$ cat src/rtl/memory_arbiter.sv
// Two-master arbiter for the Hack data-memory port: one 3-cycle transaction per grant,
// round-robin or CPU-priority with a bounded burst so the loader is never starved.
module memory_arbiter #(
  parameter bit          CPU_PRIORITY = 1'b0,
  parameter int          MAX_BURST    = 4,
  parameter logic [15:0] MAX_ADDR     = 16'h200F
) (
  input  logic        clk,
  input  logic        reset,
  input  logic        req_a,
  input  logic        we_a,
  input  logic [15:0] addr_a,
  input  logic [15:0] wdata_a,
  output logic        ack_a,
  input  logic        req_b,
  input  logic        we_b,
  input  logic [15:0] addr_b,
  input  logic [15:0] wdata_b,
  output logic        ack_b,
  output logic [15:0] rdata,
  output logic        err,
  output logic [1:0]  owner,
  output logic [15:0] mem_address,
  output logic        mem_load,
  output logic [15:0] mem_in,
  input  logic [15:0] mem_out
);

  localparam int            BW          = $clog2(MAX_BURST + 2);
  localparam logic [BW-1:0] BURST_LIMIT = BW'(MAX_BURST);

  typedef enum logic [1:0] {
    ARB    = 2'd0,
    ACCESS = 2'd1,
    RESP   = 2'd2
  } state_t;

  state_t        state_reg;
  logic          last_b_reg;
  logic [BW-1:0] burst_cnt_reg;
  logic          lat_we_reg;
  logic [15:0]   lat_addr_reg;

  logic          grant_b;
  logic          win_we;
  logic [15:0]   win_addr;
  logic [15:0]   win_wdata;
  logic          lat_bad;

  // Winner of the current ARB cycle; only meaningful when some request is pending.
  always_comb begin
    grant_b = req_b;
    if (req_a && req_b) begin
      if (CPU_PRIORITY) grant_b = (burst_cnt_reg >= BURST_LIMIT);
      else              grant_b = ~last_b_reg;
    end
    win_we    = grant_b ? we_b    : we_a;
    win_addr  = grant_b ? addr_b  : addr_a;
    win_wdata = grant_b ? wdata_b : wdata_a;
  end

  assign lat_bad = (lat_addr_reg > MAX_ADDR);

  always_ff @(posedge clk or posedge reset) begin
    if (reset) begin
      state_reg     <= ARB;
      last_b_reg    <= 1'b1;
      burst_cnt_reg <= '0;
      lat_we_reg    <= 1'b0;
      lat_addr_reg  <= '0;
      ack_a         <= 1'b0;
      ack_b         <= 1'b0;
      rdata         <= '0;
      err           <= 1'b0;
      owner         <= 2'b00;
      mem_address   <= '0;
      mem_load      <= 1'b0;
      mem_in        <= '0;
    end else begin
      ack_a    <= 1'b0;
      ack_b    <= 1'b0;
      err      <= 1'b0;
      rdata    <= '0;
      mem_load <= 1'b0;
      // The burst only counts A wins against a B that is actually waiting.
      if (!req_b) burst_cnt_reg <= '0;

      case (state_reg)
        ARB: begin
          if (req_a || req_b) begin
            lat_we_reg   <= win_we;
            lat_addr_reg <= win_addr;
            mem_address  <= win_addr;
            mem_in       <= win_wdata;
            mem_load     <= win_we && (win_addr <= MAX_ADDR);
            owner        <= grant_b ? 2'b10 : 2'b01;
            last_b_reg   <= grant_b;
            if (grant_b)    burst_cnt_reg <= '0;
            else if (req_b) burst_cnt_reg <= burst_cnt_reg + 1'b1;
            state_reg    <= ACCESS;
          end
        end
        ACCESS: begin
          state_reg <= RESP;
        end
        RESP: begin
          ack_a     <= (owner == 2'b01);
          ack_b     <= (owner == 2'b10);
          err       <= lat_bad;
          rdata     <= (!lat_we_reg && !lat_bad) ? mem_out : 16'h0000;
          owner     <= 2'b00;
          state_reg <= ARB;
        end
        default: begin
          state_reg <= ARB;
        end
      endcase
    end
  end

endmodule
$ cat config.mk
export PLATFORM = sky130hd
export DESIGN_NAME = memory_arbiter
export DESIGN_NICKNAME = d
export VERILOG_FILES = /design/src/rtl/memory_arbiter.sv
export SDC_FILE = /design/constraint.sdc
export NUM_CORES = 1
export LEC_CHECK = 0
export ABC_AREA = 1
export CAP_MARGIN = 15
export CORE_MARGIN = 1
export CORE_UTILIZATION = 39
export DETAILED_ROUTE_END_ITERATION = 8
export PLACE_DENSITY = 0.8
export SLEW_MARGIN = 20
export SYNTH_ARGS = -nofsm -noshare
export SYNTH_HDL_FRONTEND = slang
export SYNTH_SLANG_ARGS = --single-unit
export TNS_END_PERCENT = 5
$ cat constraint.sdc
create_clock -name clk -period 2 [get_ports clk]
set_input_delay 0.4 -clock clk [delete_from_list [all_inputs] [get_ports clk]]
set_output_delay 0.4 -clock clk [all_outputs]
set_load 0.005 [all_outputs]
### After elaboration in Yosys (flattened, before gate mapping)

Index checks and enable logic that the tools add are counted.

| word-level totals | value |
|---|---|
| input port bits | 86 |
| register bits | 58 |

| cells by class | value |
|---|---|
| reduce and logical (&&, ||, !) cells | 10 |
| equality and inequality tests | 5 |
| muxes and demuxes | 16 |
| bitwise logic cells | 1 |
| magnitude comparators | 2 |

Operator list:

| kind | count |
|---|---|
| 2-to-1 mux 16 bit | 4 |
| > comparator 16 x 14 -> 1 bit, second input constant | 1 |
| <= comparator 16 x 14 -> 1 bit, second input constant | 1 |
| case mux 2 bit (2 select lines) | 2 |
| 2-to-1 mux 1 bit | 7 |
| 2-to-1 mux 2 bit | 3 |
| == test 2 x 1 -> 1 bit, second input constant | 2 |
| == test 2 bit, second input constant | 2 |
| AND reduction 2 bit | 2 |
| logical AND 1 bit | 3 |
| zero test 1 bit | 2 |
| zero test 2 bit | 1 |
| != test 2 bit, second input constant | 1 |
| nonzero test 2 bit | 1 |
| logical OR 1 bit | 1 |
| inverter 1 bit | 1 |

### Depth between registers and ports, before layout

Gate-level depths: netlist of run 1.

| logic depth | value |
|---|---|
| depth after elaboration | 7 |
| depth in mapped cells | 10 |
| depth with buffers taken out | 9 |

### Worst setup path after synthesis of run 1

OpenSTA, ideal clock, no wires.

| path | value |
|---|---|
| kind | in2reg |
| from | input port req_b |
| to | register lat_addr_reg[0] |
| arrival time | 1191 ps |
| setup time | 124 ps |
| stages on the path | 8 |
| slack | 685 ps |
| path through | buf_6 > nor2_2 > nor2_8 > inv_6 > nor2_8 > buf_6 > nand2_1 > nand3_1 |

| between the ends | value |
|---|---|
| longest elaborated chain between the ends | 3 |
| elaborated cells on any way between the ends | 5 |

RTL lines:

| item | line | text |
|---|---|---|
| from (decl) | 15 | `input logic req_b,` |
| logical AND 1 bit | 53 | `if (req_a && req_b) begin` |
| 2-to-1 mux 1 bit | 53 |  |
| 2-to-1 mux 16 bit | 58 | `win_addr = grant_b ? addr_b : addr_a;` |
| to (signal assigned) | 92 | `lat_addr_reg <= win_addr;` |
| to (decl) | 42 | `logic [15:0] lat_addr_reg;` |

Several ways; a longest one is shown, not always the timed one.
A chain may end at the register's enable or synchronous reset.

==> flow_summary.yaml, run 1 <==
clocking:
  hold_buffers: 0
  cts_setup_buffers: 0
  cts_inserted_buffers: 9
  ctsRootBufferMaster: "clkbuf_8"
  cts_tree: "built"
  insertion_delay_ns: 0.32
  cts_sinks: 58
  clkSlewWorstSetupHoldPaths_ns: 0.06
  cts_resized: 0
  cts_buffer_depth: 2
  h-tree-depth: 3
job:
  drv_cap: 0
sta:
  fin_setup_tns_ns: 0
  rsz0062_at_grt: "false"
  finalCritPeriodShare_pct: 82.5
  drv_slew: 0
  slew_headroom_pct: 61.9
  fin_worst_skew_ns: 0.00637
  setup_viol: 0
  final.min_clock_period_ns: 1.65
  tightest_slew_ns: 0.570
  fmax_ghz: 0.606
  finalHoldViolations: 0
critical_path:
  endpoint_kind: "output pin"
  path_cells: "clkdlybuf4s50_1"
  start_kind: "flip-flop"
  critical_path_class: "reg2out"
  critical-path-top-delay-family: "buffers and inverters"
  arrival_ns: 1.25
  cp_num_buf_inv: 1
  worstPathRequired_ns: 1.60
  r2r_slack_ns: 0.46
  crit_path_max_fanout: 3
  cp_slowest_cell: "clkdlybuf4s50_1"
  critical_path.max_stage_delay_ns: 0.54
floorplan:
  core_um2: 6420
  rows: 29
  ios: 140
  dieArea_um2: 7050
  die_w_um: 84.0
  initial_core_util_pct: 40.8
  die_h_um: 84.0
synth:
  ys_warn_count: 0
  syn_area_um2: 2620
  synth_fp_nets: 385
  synth_top_area_cell: "dfrtp_1"
  syn_avg_cell_area_um2: 8.77
  synth_top_area_share_pct: 54.4
  ys_seq_area_share_pct: 55.4
  synth-seq-cells: 58
  synth.area.top_cells: "dfrtp_1 54%, nand2_1 15%, nand3_1 7.6%"
  ys_types: 29
  syn_inst: 299
routing:
  drc: 22
  drt_iter0_drc: 145
  wl_per_cell_um: 13.2
  antenna_left: 0
  wl_mm: 6.92
  vias: 2504
  dr.pass1.iters: 6
  viasPerCell: 4.78
finish:
  antenna_cells: 0
  drive_gt1_share_pct: 7.38
  syn2layout_area_growth_pct: 61.9
  final_cell_mix: "139 x clkdlybuf4s50_1, 105 x nand2_1, 57 x dfrtp_1"
  final_common_cell: "clkdlybuf4s50_1"
  final_nets: 528
pwr:
  power.density_nw_per_um2: 1200
  vdd_drop_max_mv: 0.639
  p_total_mw: 5.08
  p_leak_nw: 1.92
grt:
  grt_pass1_vias: 2418
  antenna_found_initial: 0
  grt_pass1_wl_mm: 11.2
  grt_overflow_total: 0
  groute.usage.overall_pct: 20.3
  grt_start_max_net_pins: 59
outcome:
  violations: "DRC"
  status: "complete, but fails checks"
place:
  hpwl_mm: 5.13
  globalplace.congestion: 0.784
  io_buffers: 139
hold_path:
  hold_class: "in2async"
## through the flow
stage	utilization, %	hold WS (ns)	area, um^2	setup WS (ns)	std cells
2_1_floorplan	-	0.453	2620	0.174	299
3_3_place_gp	63.3	0.444	4060	0.0963	508
3_5_place_dp	63.3	0.457	4060	0.0429	508
4_1_cts	66.1	0.461	4240	0.335	524
5_1_grt	66.1	0.471	4240	0.296	524
6_report	66.1	0.461	4240	0.351	524
## cells by family after synthesis
kind of cell	Yosys count	synth area share (%)
AO/OA/AOI/OAI	17	3.87
flip-flops	58	55.4
buffers and inverters	30	7.16
AND/OR/NAND/NOR	194	33.6
## synthesized netlist by cell type
cell type,number
a21oi_2,1
nor2_2,1
dfrtp_1,57
o211ai_1,1
nand3_1,40
inv_1,12
buf_2,2
buf_6,6
nand2_8,1
nor3_1,3
a21oi_1,1
buf_1,1
buf_8,1
clkbuf_1,1
o21ai_0,6
a31oi_1,6
nand2_4,1
nand2_1,105
nand4_1,1
clkinv_1,1
buf_4,3
inv_2,2
o22ai_1,2
nor2_8,3
dfstp_2,1
inv_6,1
nor2_1,33
nand3b_1,4
nand2_2,2
## per-layer routing
metal	vias up	part of all wire (%)	wire, um	track usage, %
met4	0	1.1	75	6.58
met1	1150	43	3000	25.9
met2	102	49	3380	34.2
met3	10	6.6	459	4.65
li1	1242	-	-	-
met5	-	0	0	0
## final cells by class
type / instances / area [um^2]
inverter: 16 / 65.1
clock inverter: 3 / 40.0
fill: 533 / 2180
timing repair buffer: 146 / 1470
clock buffer: 13 / 139
tap: 77 / 96.3
multi-input combinational: 211 / 981
sequential: 58 / 1450
## report_power, final
group / internal [mW] / leakage [nW] / switching [mW]
Combinational: 1.18 / 1.09 / 1.05
Clock: 0.573 / 0.0914 / 0.427
Sequential: 1.59 / 0.738 / 0.260
Total: 3.34 / 1.92 / 1.74
## worst paths after layout
check | startpoint | end | depth (start not counted)
worst max-delay path | lat_addr_reg[10] | mem_address[10] | 1
worst min-delay path | reset | mem_in[14] | 3
worst max register to register | lat_addr_reg[10] | rdata[6] | 5
worst min register to register | owner[1] | ack_a | 1
max in group asynchronous | reset | last_b_reg | 3
min in group clk | owner[1] | ack_a | 1
No activity file was read; power rests on OpenSTA's default activity.
==> run 2, diff against run 1 <==
clock period = 1.6 ns   (was 2 ns; I/O delays follow)
==> run 2 against run 1 <==
Net effect: the run still ends with DRC left; worst hold slack lost 0.043 ns; clock power grew 51%; final cell count is 2.3% higher; highest routed layer unchanged; register-to-register slack worse by 0.29 ns; largest power group unchanged; sequential share of layout area is 1.3 points lower; power up 32%; clock skew decreased by 0.00070 ns.
==> flow_summary.yaml, run 2 (synthesis results as in run 1) <==
pwr:
  switchingPower_mw: 2.24
  seqPwrFrac_pct: 34.3
  switching_share_pct: 33.3
  power.density_nw_per_um2: 1520
  p_leak_nw: 2.04
  vdd_drop_max_mv: 1.02
  p_int_mw: 4.48
  p_comb_share_pct: 43.3
  clkPwrFrac_pct: 22.4
grt:
  grt_start_max_net_pins: 59
  antenna_found_initial: 0
  groute.usage.overall_pct: 22.1
  grt_overflow_total: 0
  grt_pass1_vias: 2526
  grt_pass1_wl_mm: 12.2
finish:
  drive_gt1_share_pct: 10.2
  final_cell_mix: "135 x clkdlybuf4s50_1, 105 x nand2_1, 57 x dfrtp_1"
  layout.cells.non_filler: 536
  final_common_cell: "clkdlybuf4s50_1"
  final_util_pct: 68.7
  n_fill_cell: 512
  final_nets: 540
  antenna_cells: 0
  syn2layout_area_growth_pct: 68.4
outcome:
  status: "complete, but fails checks"
  violations: "DRC"
critical_path:
  cp_slowest_cell: "clkdlybuf4s50_1"
  arrival_ns: 1.23
  endpoint_kind: "output pin"
  cp_num_buf_inv: 1
  critical_path_class: "reg2out"
  crit_start: "lat_addr_reg[12]"
  crit_path_max_fanout: 3
  r2r_start: "last_b_reg"
  path_cells: "clkdlybuf4s50_1"
  critical_path.max_stage_delay_ns: 0.52
  worstPathRequired_ns: 1.28
  start_kind: "flip-flop"
  critical-path-top-delay-family: "buffers and inverters"
floorplan:
  initial_core_util_pct: 40.8
  dieArea_um2: 7050
  core_um2: 6420
  die_w_um: 84.0
  rows: 29
  ios: 140
  die_h_um: 84.0
place:
  io_buffers: 139
  globalplace.congestion: 0.723
  hpwl_mm: 5.29
  placed_cells: 520
  dpl_worst_slack_ns: -0.199
sta:
  setup_ws_ns: 0.0451
  fin_worst_skew_ns: 0.00567
  rsz0062_at_grt: "false"
  drv_slew: 0
  slew_headroom_pct: 79.2
  fmax_ghz: 0.643
  setup_viol: 0
  fin_setup_tns_ns: 0
  finalHoldViolations: 0
  finalCritPeriodShare_pct: 97.2
  final.min_clock_period_ns: 1.55
  tightest_slew_ns: 0.311
routing:
  drc: 22
  dr.pass1.iters: 6
  wl_mm: 7.20
  wl_per_cell_um: 13.4
  drt_iter0_drc: 111
  antenna_left: 0
  vias: 2569
  viasPerCell: 4.79
clocking:
  cts_setup_buffers: 0
  h-tree-depth: 3
  cts_tree: "built"
  cts_inserted_buffers: 9
  cts_buffer_depth: 2
  ctsRootBufferMaster: "clkbuf_8"
  clkSlewWorstSetupHoldPaths_ns: 0.07
  hold_buffers: 0
  insertion_delay_ns: 0.33
  cts_resized: 0
  cts_sinks: 58
job:
  drv_cap: 0
hold_path:
  hold_class: "in2async"
==> run 2: routing by layer <==
layer	routed length, um	vias to the layer above	share of wire (%)	track usage [%]
met4	147	0	2.0	9.40
met3	521	18	7.2	5.14
met1	3000	1180	42	28.5
li1	-	1265	-	-
met5	0	-	0	0
met2	3530	106	49	35.8
==> run 2: power by group through the flow <==
stage	registers, mW	clock network, mW	logic (mW)
6_report	2.30	1.51	2.91
5_1_grt	2.38	1.60	3.22
4_1_cts	2.31	1.53	2.96
3_5_place_dp	2.32	0	2.95
3_3_place_gp	2.31	0	2.87
2_1_floorplan	2.32	0	1.38
==> run 2: final cells by class <==
class	count	area, um^2	area share, %
Timing Repair Buffer	158	1590	36.1
Sequential cell	58	1450	32.9
Multi-Input combinational cell	211	981	22.2
Clock buffer	12	145	3.29
Tap cell	77	96.3	2.18
Clock inverter	4	75.1	1.70
Inverter	16	68.8	1.56
==> run 2: through the flow <==
step           hold slack, ns  cell area [um^2]  power (mW)
3_5_place_dp            0.459              4180        5.27
4_1_cts                 0.427              4400        6.80
3_3_place_gp            0.447              4180        5.18
5_1_grt                 0.444              4410        7.20
6_report                0.418              4410        6.72
2_1_floorplan           0.413              2630        3.70
==> run 2: worst paths after layout <==
| path | depth (start not counted) | slack (ns) | endpoint |
|---|---|---|---|
| max | 1 | 0.05 | mem_address[12] |
| min | 3 | 0.42 | mem_in[6] |
| max reg2reg | 8 | 0.17 | mem_load |
| min reg2reg | 1 | 0.46 | ack_b |
| max in group asynchronous | 3 | 0.88 | last_b_reg |
| min in group clk | 1 | 0.46 | ack_b |
==> run 3, diff against run 2 <==
CAP_MARGIN = 20   (was 15)
==> results of run 3 <==
No change in the layout: final DEF, timing and power equal those of run 2.
